==> config.mk <==
export PLATFORM = sky130hd
export DESIGN_NAME = ifetch_pcgen
export DESIGN_NICKNAME = d
export VERILOG_FILES = /design/src/rtl/ifetch_pcgen_pkg.sv /design/src/rtl/ifetch_credit.sv /design/src/rtl/ifetch_pcgen.sv
export SDC_FILE = /design/constraint.sdc
export NUM_CORES = 1
export LEC_CHECK = 0
export CORE_UTILIZATION = 48
export CTS_BUF_LIST = sky130_fd_sc_hd__clkbuf_4 sky130_fd_sc_hd__clkbuf_8
export CTS_CLUSTER_DIAMETER = 30
export DETAILED_ROUTE_END_ITERATION = 12
export GPL_ROUTABILITY_DRIVEN = 0
export PLACE_DENSITY = 0.83
export RECOVER_POWER = 25
export SLEW_MARGIN = 20
export SYNTH_ARGS = -nofsm -noshare
export SYNTH_HDL_FRONTEND = slang
export SYNTH_HIERARCHICAL = 1
export SYNTH_SLANG_ARGS = --single-unit
==> constraint.sdc <==
create_clock -name clk -period 3.05 [get_ports clk]
set_input_delay 0.61 -clock clk [delete_from_list [all_inputs] [get_ports clk]]
set_output_delay 0.61 -clock clk [all_outputs]
set_load 0.01 [all_outputs]
==> src/rtl/ifetch_pcgen_pkg.sv <==
// Shared defaults and types for the instruction-fetch next-PC generator.
package ifetch_pcgen_pkg;

  localparam int unsigned IFETCH_FETCH_BYTES  = 16;
  localparam int unsigned IFETCH_MAX_INFLIGHT = 4;

  typedef enum logic [1:0] {
    ST_RUN         = 2'd0,
    ST_CREDIT_WAIT = 2'd1,
    ST_DRAIN       = 2'd2
  } I_ifetch_state_type;

  typedef struct packed {
    logic [31:0] redirects;
    logic [31:0] credit_stall;
    logic [31:0] retry_stall;
    logic [31:0] killed;
  } I_ifetch_perf_type;

endpackage

==> src/rtl/ifetch_credit.sv <==
// Outstanding icache request counter plus stale-response drop counter.
module ifetch_credit
  import ifetch_pcgen_pkg::*;
#(
  parameter int unsigned MAX_INFLIGHT = IFETCH_MAX_INFLIGHT
) (
  input  logic       clk,
  input  logic       reset,
  input  logic       i_xfer,
  input  logic       i_done,
  input  logic       i_redirect,
  output logic [3:0] o_inflight,
  output logic [3:0] o_inflight_nxt,
  output logic       o_kill,
  output logic       o_full,
  output logic       o_drain_nxt
);

  logic [3:0] r_inflight;
  logic [3:0] r_drop;
  logic [3:0] w_inflight_nxt;
  logic [3:0] w_drop_nxt;
  logic       w_kill;

  assign w_kill = !reset && i_done && (r_drop != '0);

  always_comb begin
    w_inflight_nxt = r_inflight;
    if (i_xfer && !i_done) begin
      w_inflight_nxt = r_inflight + 4'd1;
    end else if (!i_xfer && i_done && (r_inflight != '0)) begin
      w_inflight_nxt = r_inflight - 4'd1;
    end
  end

  // A redirect reloads with the post-update count, which already covers
  // any older stale requests still being drained.
  always_comb begin
    w_drop_nxt = r_drop;
    if (i_redirect) begin
      w_drop_nxt = w_inflight_nxt;
    end else if (w_kill) begin
      w_drop_nxt = r_drop - 4'd1;
    end
  end

  always_ff @(posedge clk) begin
    if (reset) begin
      r_inflight <= '0;
      r_drop     <= '0;
    end else begin
      r_inflight <= w_inflight_nxt;
      r_drop     <= w_drop_nxt;
    end
  end

  always_ff @(posedge clk) begin
    if (!reset) begin
      assert (!(i_done && (r_inflight == '0)));
    end
  end

  assign o_inflight     = r_inflight;
  assign o_inflight_nxt = w_inflight_nxt;
  assign o_kill         = w_kill;
  assign o_full         = (r_inflight >= 4'(MAX_INFLIGHT));
  assign o_drain_nxt    = (w_drop_nxt != '0);

endmodule

==> src/rtl/ifetch_pcgen.sv <==
// Next-PC generator feeding the icache request channel.
// Optional perf counters enabled by defining IFETCH_PCGEN_PERF_EN.
module ifetch_pcgen
  import ifetch_pcgen_pkg::*;
#(
  parameter int unsigned          PC_WIDTH     = 64,
  parameter int unsigned          FETCH_BYTES  = IFETCH_FETCH_BYTES,
  parameter int unsigned          MAX_INFLIGHT = IFETCH_MAX_INFLIGHT,
  parameter logic [PC_WIDTH-1:0]  RESET_PC     = '0
) (
  input  logic                clk,
  input  logic                reset,
  input  logic                redirect_valid,
  input  logic [PC_WIDTH-1:0] redirect_pc,
  output logic                coretoic_pc_valid,
  input  logic                coretoic_pc_retry,
  output logic [PC_WIDTH-1:0] coretoic_pc,
  input  logic                ic_resp_done,
  output logic                ic_resp_kill,
  output logic [3:0]          inflight
`ifdef IFETCH_PCGEN_PERF_EN
  ,
  output logic [31:0]         perf_redirects,
  output logic [31:0]         perf_credit_stall,
  output logic [31:0]         perf_retry_stall,
  output logic [31:0]         perf_killed
`endif
);

  localparam logic [PC_WIDTH-1:0] LP_STEP  = PC_WIDTH'(FETCH_BYTES);
  localparam logic [PC_WIDTH-1:0] LP_ALIGN = ~(PC_WIDTH'(FETCH_BYTES - 1));
  localparam logic [PC_WIDTH-1:0] LP_EVEN  = ~(PC_WIDTH'(1));

  logic [PC_WIDTH-1:0] r_pc;
  I_ifetch_state_type  r_state;
  logic                w_valid;
  logic                w_xfer;
  logic                w_full;
  logic                w_kill;
  logic                w_drain_nxt;
  logic [3:0]          w_inflight;
  logic [3:0]          w_inflight_nxt;

  ifetch_credit #(
    .MAX_INFLIGHT (MAX_INFLIGHT)
  ) u_credit (
    .clk            (clk),
    .reset          (reset),
    .i_xfer         (w_xfer),
    .i_done         (ic_resp_done),
    .i_redirect     (redirect_valid),
    .o_inflight     (w_inflight),
    .o_inflight_nxt (w_inflight_nxt),
    .o_kill         (w_kill),
    .o_full         (w_full),
    .o_drain_nxt    (w_drain_nxt)
  );

  assign w_valid = !reset && !w_full;
  assign w_xfer  = w_valid && !coretoic_pc_retry;

  // Redirect wins over a same-cycle transfer: the request still counts as
  // in flight, but its sequential advance is dropped.
  always_ff @(posedge clk) begin
    if (reset) begin
      r_pc <= RESET_PC;
    end else if (redirect_valid) begin
      r_pc <= redirect_pc & LP_EVEN;
    end else if (w_xfer) begin
      r_pc <= (r_pc & LP_ALIGN) + LP_STEP;
    end
  end

  always_ff @(posedge clk) begin
    if (reset) begin
      r_state <= ST_RUN;
    end else if (w_inflight_nxt == 4'(MAX_INFLIGHT)) begin
      r_state <= ST_CREDIT_WAIT;
    end else if (w_drain_nxt) begin
      r_state <= ST_DRAIN;
    end else begin
      r_state <= ST_RUN;
    end
  end

  always_ff @(posedge clk) begin
    if (!reset) begin
      assert ((r_state == ST_CREDIT_WAIT) == !w_valid);
    end
  end

  assign coretoic_pc_valid = w_valid;
  assign coretoic_pc       = r_pc;
  assign ic_resp_kill      = w_kill;
  assign inflight          = w_inflight;

`ifdef IFETCH_PCGEN_PERF_EN
  I_ifetch_perf_type r_perf;

  always_ff @(posedge clk) begin
    if (reset) begin
      r_perf <= '0;
    end else begin
      if (redirect_valid && (r_perf.redirects != '1))
        r_perf.redirects <= r_perf.redirects + 32'd1;
      if ((r_state == ST_CREDIT_WAIT) && (r_perf.credit_stall != '1))
        r_perf.credit_stall <= r_perf.credit_stall + 32'd1;
      if (w_valid && coretoic_pc_retry && (r_perf.retry_stall != '1))
        r_perf.retry_stall <= r_perf.retry_stall + 32'd1;
      if (w_kill && (r_perf.killed != '1))
        r_perf.killed <= r_perf.killed + 32'd1;
    end
  end

  assign perf_redirects    = r_perf.redirects;
  assign perf_credit_stall = r_perf.credit_stall;
  assign perf_retry_stall  = r_perf.retry_stall;
  assign perf_killed       = r_perf.killed;
`endif

endmodule
==> results.md, run 1 <==
* Status: finished clean
* Post-DRT Antenna Nets at 0
* # port buffers at 136
* Setup Buffers After CTS at 0
* Maximum clock path buffer count at 2
* N_diodes at 0
* DRC Markers at 0
* Hold WS at 531 ps
* Via count at 4856
* Hold Crit Class: flop to flop
* # nets final at 754
* Period utilisation layout at 85.4%
* First-pass GRT wire length at 21800 um
* Largest net degree at the start of global routing at 68
* Area Overhead vs Synth at 39.3%
* Yosys warnings at 6
* Hold Buf Count CTS at 0
* Power density cells at 418 mW/mm2
* Via density at 6.12
* Clock Skews at 8.80 ps
* Total Wirelength at 13400 um
* Leakage at 2.08 nW
* Worst-Margin Slew at 733 ps
* DIE AREA at 0.00934 mm2
* Commonest non-fill, non-tap cell in the layout: clkdlybuf4s50_1
* Hold Fails Final Rpt at 0
* Core ar. at 0.00868 mm2
* Total GRT Usage at 28.3%
* Fin util at 69.0%
* Fin crit period at 2600 ps
* Most frequent cells in the layout: clkdlybuf4s50_1 (104), nor2_1 (79), dfxtp_1 (71)
* Syn_area_per_cell at 7.76 um2
* Grt ovf at 0
* Die width at 96.6 um
* Vias in the first global route at 4518
* Root Driver: clkbuf_8
* Post-Synthesis Cells at 554
* Worst Path Required at 2440 ps
* Critical-path maximum fanout at 4
* Fmax at 384 MHz
* DRT iter0 DRCs at 338
* CTS buffer count at 9
* RSZ-0062 raised after global routing: no
* Clock-pin slew on the worst setup and hold paths at 80 ps
* Total of max-cap violations at 0
* WL/cell at 16.9 um
* Fin Setup TNS at 0 ps
* Type of destination of the critical path: primary output
* CTS tree: done
* Final setup vio count at 0
* Slew HR at 51.1%
* Nature of the critical path startpoint: primary input
* I/O pins at 139
* CTS H-tree depth at 3
* Synth Net Count at 627
* CTS sink count at 71
* Layout cell share with drive strength beyond 1 at 6.85%
* Worst setup path class: primary input to primary output
* Row count at 34
* CTS resizes at 0
* Count of pins over their slew limit at 0
* Chip height at 96.6 um
* Critical Path AT at 1990 ps
* Initial antenna violation count at 0
* First-pass DRT Iterations at 6
* Worst-case vdd ir drop at 234 uV
* Worst skew pair latency at 350 ps
* Initial Utilization at 49.5%
* Area of the mapped netlist at 0.00430 mm2
* DP HPWL at 9530 um
worst paths after layout:
check	start	endpoint	slack, ps	depth (start not counted)
min	coretoic_pc[40]$_SDFFE_PP0P_	coretoic_pc[40]$_SDFFE_PP0P_	530	2
max	ic_resp_done	ic_resp_kill	450	4
min reg2reg	coretoic_pc[40]$_SDFFE_PP0P_	coretoic_pc[40]$_SDFFE_PP0P_	530	2
max reg2reg	u_credit/o_inflight[2]$_SDFF_PP0_	coretoic_pc[53]$_SDFFE_PP0P_	450	9
state kept, by name, indices dropped and copies added, names as in the netlist:
register,count
coretoic_pc,63
u_credit/o_inflight,4
u_credit/r_drop,4
metal layers:
layer / track usage (%) / part of all wire, % / vias to the layer above / routed length, um
met5: 0 / 0 / - / 0
met4: 8.84 / 1.5 / 0 / 199
met3: 5.85 / 7.2 / 28 / 969
met2: 47.6 / 48 / 225 / 6440
met1: 36.2 / 43 / 2273 / 5770
li1: - / - / 2330 / -
area by class of cell:
type                            instances  area (um2)
Sequential cell                        71        1420
Clock inverter                          6        83.8
Inverter                               20        75.1
Timing Repair Buffer                  155        1500
Fill cell                             782        2690
Multi-Input combinational cell        424        2640
Clock buffer                           10         138
Tap cell                              108         135
power by group:
| part | switching [mW] | internal, mW |
|---|---|---|
| sequential | 0.0934 | 0.998 |
| clock | 0.371 | 0.480 |
| combinational | 0.259 | 0.304 |
| total | 0.723 | 1.78 |
metrics by stage:
stage | setup WS (ps) | cell area [um2] | std cells | power [mW]
after floorplan | 413 | 4300 | 554 | 1.38
after global placement | 148 | 5780 | 778 | 1.66
after detailed placement | 117 | 5780 | 778 | 1.68
after CTS | 428 | 6000 | 794 | 2.52
after global routing | 203 | 5990 | 794 | 2.61
final | 447 | 5990 | 794 | 2.51
critical path, stage by stage:
cell	delay [ps]
clkdlybuf4s50_1	480
nand2b_1	80
o21ba_2	280
clkdlybuf4s50_1	540
Note: power is estimated with default switching activity, not from simulation.
==> run 2, diff against run 1 <==
- CORE_UTILIZATION: 48 -> 45
- PLACE_DENSITY: 0.83 -> 0.78
- SLEW_MARGIN: 20 -> default
==> run 2 against run 1 <==
Against the previous run:
- sequential cell count is the same
- critical path depth grew 4
- largest power group unchanged
- non-clock buffer count is the same
- clock power grew 13%
- sequential power is essentially flat
- global-route usage shrank 1.1 points
- utilization shrank 3.7 points
- critical path type is now flop to flop
- combinational power shrank 2%
- register-to-register slack lost 90 ps
- cell count grew 2.6%
==> results.md, run 2 (same netlist as run 1, synthesis figures left out) <==
* Sequential power share at 42.0%
* Setup Buffers After CTS at 0
* P_sw at 0.715 mW
* Period utilisation layout at 88.2%
* Layout cell share with drive strength beyond 1 at 6.85%
* Slew HR at 51.2%
* Area Overhead vs Synth at 40.4%
* Power density cells at 432 mW/mm2
* DIE AREA at 0.00995 mm2
* Hold Buf Count CTS at 0
* Worst skew pair latency at 350 ps
* Worst Path Required at 3310 ps
* First-pass DRT Iterations at 5
* Clock Skews at 14.5 ps
* Setup ws final at 360 ps
* Total power at 2.60 mW
* Type of destination of the critical path: flop
* Via count at 4804
* First-pass GRT wire length at 21900 um
* Final setup vio count at 0
* Initial antenna violation count at 0
* Via density at 5.89
* Most frequent cells in the layout: clkdlybuf4s50_1 (104), nor2_1 (79), dfxtp_1 (71)
* WL/cell at 16.2 um
* Worst-case vdd ir drop at 203 uV
* Hold Fails Final Rpt at 0
* N_diodes at 0
* Int Power at 1.89 mW
* Status: finished clean
* Fin util at 65.3%
* CTS sink count at 71
* Fmax at 372 MHz
* Pre-CTS setup slack at 91.9 ps
* Core ar. at 0.00924 mm2
* CTS H-tree depth at 3
* Max reg flops at 63
* Total Wirelength at 13200 um
* # nets final at 754
* Total of max-cap violations at 0
* Sw Share at 27.5%
* Commonest non-fill, non-tap cell in the layout: clkdlybuf4s50_1
* Post-DRT Antenna Nets at 0
* Critical-path maximum fanout at 9
* Critical Path AT at 2950 ps
* Clock share of power at 36.9%
* DRC Markers at 0
* Total GRT Usage at 27.2%
* Row count at 35
* Root Driver: clkbuf_8
* Initial Utilization at 46.5%
* Combinational share of power at 21.2%
* # port buffers at 136
* Count of pins over their slew limit at 0
* DP HPWL at 9440 um
* Chip height at 99.7 um
* Largest net degree at the start of global routing at 68
* Leakage at 2.09 nW
* Clock-pin slew on the worst setup and hold paths at 80 ps
* Worst-Margin Slew at 731 ps
* Maximum clock path buffer count at 2
* Vias in the first global route at 4657
* I/O pins at 139
* CTS resizes at 0
* RSZ-0062 raised after global routing: no
* Worst setup path class: flop to flop
* Hold Crit Class: flop to flop
* Fin Setup TNS at 0 ps
* Fin crit period at 2690 ps
* Nature of the critical path startpoint: flop
* CTS tree: done
* CTS buffer count at 9
* Grt ovf at 0
* DRT iter0 DRCs at 336
* Die width at 99.7 um
==> run 2: cell count changes in the layout (fill, tap and decap cells not counted) <==
cell / previous run / this run
clkinv_2: 3 / 1
buf_12: 1 / 0
buf_4: 16 / 17
bufinv_16: 2 / 3
clkbuf_8: 10 / 11
==> run 2: critical path: stages (launching register included) <==
cell      delay, ps
dfxtp_1         390
nor2_1          180
inv_1           100
nor4b_1         300
clkbuf_1        360
nand2_1         250
or3_1           380
or4_1           400
a311oi_1        250
==> run 2: path summary, 6_finish.rpt <==
kind | from | endpoint | slack, ps | cells past startpoint
max | u_credit/o_inflight[2]$_SDFF_PP0_ | coretoic_pc[50]$_SDFFE_PP0P_ | 360 | 8
min | coretoic_pc[54]$_SDFFE_PP0P_ | coretoic_pc[54]$_SDFFE_PP0P_ | 520 | 2
max reg2reg | u_credit/o_inflight[2]$_SDFF_PP0_ | coretoic_pc[50]$_SDFFE_PP0P_ | 360 | 8
min reg2reg | coretoic_pc[54]$_SDFFE_PP0P_ | coretoic_pc[54]$_SDFFE_PP0P_ | 520 | 2
==> run 2: layout make-up <==
type | instances | area [um2]
clock buffer | 11 | 151
clock inverter | 5 | 104
fill | 805 | 3210
inverter | 20 | 75.1
multi-input combinational | 424 | 2640
sequential | 71 | 1420
tap | 129 | 161
timing repair buffer | 155 | 1490
==> run 2: power groups by stage <==
stage / combinational (mW) / sequential (mW) / clock, mW
global placement: 0.548 / 1.11 / 0
finish: 0.551 / 1.09 / 0.960
global route: 0.601 / 1.11 / 1.00
detailed placement: 0.560 / 1.11 / 0
CTS: 0.564 / 1.09 / 0.969
floorplan: 0.262 / 1.12 / 0
==> run 2: through the flow <==
step	hold slack, ps	cells	cell area (um2)
finish	524	815	6030
global route	563	815	6030
CTS	530	815	6050
detailed placement	520	799	5790
global placement	510	799	5790
floorplan	533	554	4300
==> run 2: per-layer routing <==
layer,vias up,global-route usage (%),wire (um)
met5,-,0,0
met4,0,10.5,212
met3,20,4.64,817
met2,182,43.9,6240
met1,2276,36.2,5970
li1,2326,-,-
==> run 3, diff against run 2 <==
- PLACE_DENSITY: 0.78 -> 0.82
==> run 3 against run 2 <==
Against the previous run:
- clock-buffer cell count unchanged
- die area stayed put
- hold slack worse by 1.4 ps
- non-clock buffer count grew 2
- wire length fell by 0.14%
- clock power is 26% lower
- maximum frequency shrank 0.85%
- via count increased by 0.50%
- final area fell by 0.73%
- sequential power about the same
- sequential share of layout area is 0.17 points higher
- critical path depth unchanged
- highest routed layer unchanged
==> results.md, run 3 (same netlist as run 1, synthesis figures left out) <==
* Via count at 4828
* Final setup vio count at 0
* Post-DRT Antenna Nets at 0
* Status: finished clean
* Nature of the critical path startpoint: flop
* Chip height at 99.7 um
* Vias in the first global route at 4520
* Most frequent cells in the layout: clkdlybuf4s50_1 (104), nor2_1 (79), dfxtp_1 (71)
* Largest net degree at the start of global routing at 51
* Cell family with most CP delay: simple AND/OR/NAND/NOR gates
* RSZ-0062 raised after global routing: no
* Fmax at 369 MHz
* Hold Buf Count CTS at 0
* # nets final at 756
* Critical Path Stages at 8
* Root Driver: clkbuf_8
* Slowest cell on crit path: dfxtp_1
* CTS tree: done
* Finished Cell Area at 0.00599 mm2
* Filler cells at 773
* Worst-case vdd ir drop at 200 uV
* Type of destination of the critical path: flop
* Count of pins over their slew limit at 0
* DRC Markers at 0
* WL/cell at 16.2 um
* Die width at 99.7 um
* Setup Buffers After CTS at 0
* N_diodes at 0
* Critical Path AT at 2970 ps
* Period utilisation layout at 89.0%
* DP HPWL at 9520 um
* Worst setup path class: flop to flop
* Initial antenna violation count at 0
* I/O pins at 139
* DIE AREA at 0.00995 mm2
* Worst skew pair latency at 360 ps
* CTS buffer count at 9
* Worst Path Required at 3310 ps
* Hold Crit Class: flop to flop
* Max reg flops at 63
* Worst-Margin Slew at 627 ps
* First-pass DRT Iterations at 5
* Hold Fails Final Rpt at 0
* Slew HR at 58.1%
* First-pass GRT wire length at 21400 um
* Fin Setup TNS at 0 ps
* Maximum clock path buffer count at 2
* CP peak stage delay at 400 ps
* Clock Skews at 16.0 ps
* Row count at 35
* DP Area at 0.00582 mm2
* Worst r2r src: u_credit/o_inflight[2]$_SDFF_PP0_
* Critical path launch point: u_credit/o_inflight[2]$_SDFF_PP0_
* CP Cell Sequence: nor2_1 -> inv_1 -> nor4b_1 -> clkbuf_1 -> nand2_1 -> or3_1 -> or4_1 -> a311oi_1
* Grt ovf at 0
* WP buf/inv at 2
* CTS resizes at 0
* Total Wirelength at 13200 um
* Leakage at 2.06 nW
* Total GRT Usage at 26.8%
* # port buffers at 136
* Core ar. at 0.00924 mm2
* Hold depth at 2
* Worst R2R Setup Slack at 340 ps
* CTS H-tree depth at 3
* Pre-CTS setup slack at 95.2 ps
* Commonest non-fill, non-tap cell in the layout: clkdlybuf4s50_1
* Setup ws final at 336 ps
* Hold WS at 522 ps
* Area Overhead vs Synth at 39.3%
* Via density at 5.91
* DRT iter0 DRCs at 254
* HP Start: coretoic_pc[40]$_SDFFE_PP0P_
* Initial Utilization at 46.5%
* Fin crit period at 2710 ps
* Total of max-cap violations at 0
* Critical-path maximum fanout at 9
* CTS sink count at 71
* Clock-pin slew on the worst setup and hold paths at 90 ps
* Layout cell share with drive strength beyond 1 at 7.12%
* Power density cells at 394 mW/mm2
* Reg2reg path depth at 8
run 3: cell types whose count changed in the layout (fill, tap and decap cells not counted):
cell        change
bufinv_16       -3
clkinvlp_4      +3
buf_12          +1
buf_4           +1
clkinv_2        +1
clkinv_4        -1
run 3: worst paths after layout:
path / end
worst min-delay path: coretoic_pc[40]$_SDFFE_PP0P_
worst max register to register: coretoic_pc[50]$_SDFFE_PP0P_
worst min register to register: coretoic_pc[40]$_SDFFE_PP0P_
worst max-delay path: coretoic_pc[50]$_SDFFE_PP0P_
run 3: worst reg2reg max path, stage by stage (launching register included):
cell and delay [ps]:
dfxtp_1 400, nor2_1 180, inv_1 100, nor4b_1 310, clkbuf_1 360, nand2_1 230, or3_1 380, or4_1 400
a311oi_1 270
run 3: per-stage QoR:
step / utilization (%) / instances / power (mW)
floorplan: - / 554 / 1.38
global placement: 63.0 / 801 / 1.66
detailed placement: 63.0 / 801 / 1.68
CTS: 65.0 / 817 / 2.38
global route: 64.8 / 817 / 2.48
finish: 64.8 / 817 / 2.36
run 3: final cells by class:
class / count / area [um2] / area share, %
Inverter: 20 / 75.1 / 1.25
Sequential cell: 71 / 1420 / 23.7
Clock buffer: 11 / 151 / 2.53
Clock inverter: 5 / 32.5 / 0.543
Timing Repair Buffer: 157 / 1510 / 25.3
Tap cell: 129 / 161 / 2.69
Multi-Input combinational cell: 424 / 2640 / 44.0
run 3: where the power goes:
group          internal [mW]  switching, mW
registers              0.998         0.0968
clock network          0.337          0.370
logic                  0.305          0.254
run 3: layer usage:
| metal | vias to the layer above | track usage, % | wire, um | part of all wire, % |
|---|---|---|---|---|
| met5 | - | 0 | 0 | 0 |
| met4 | 0 | 9.16 | 216 | 1.6 |
| met3 | 22 | 6.47 | 1170 | 8.9 |
| met2 | 240 | 44.5 | 6180 | 47 |
| met1 | 2239 | 33.9 | 5640 | 43 |
| li1 | 2327 | - | - | - |
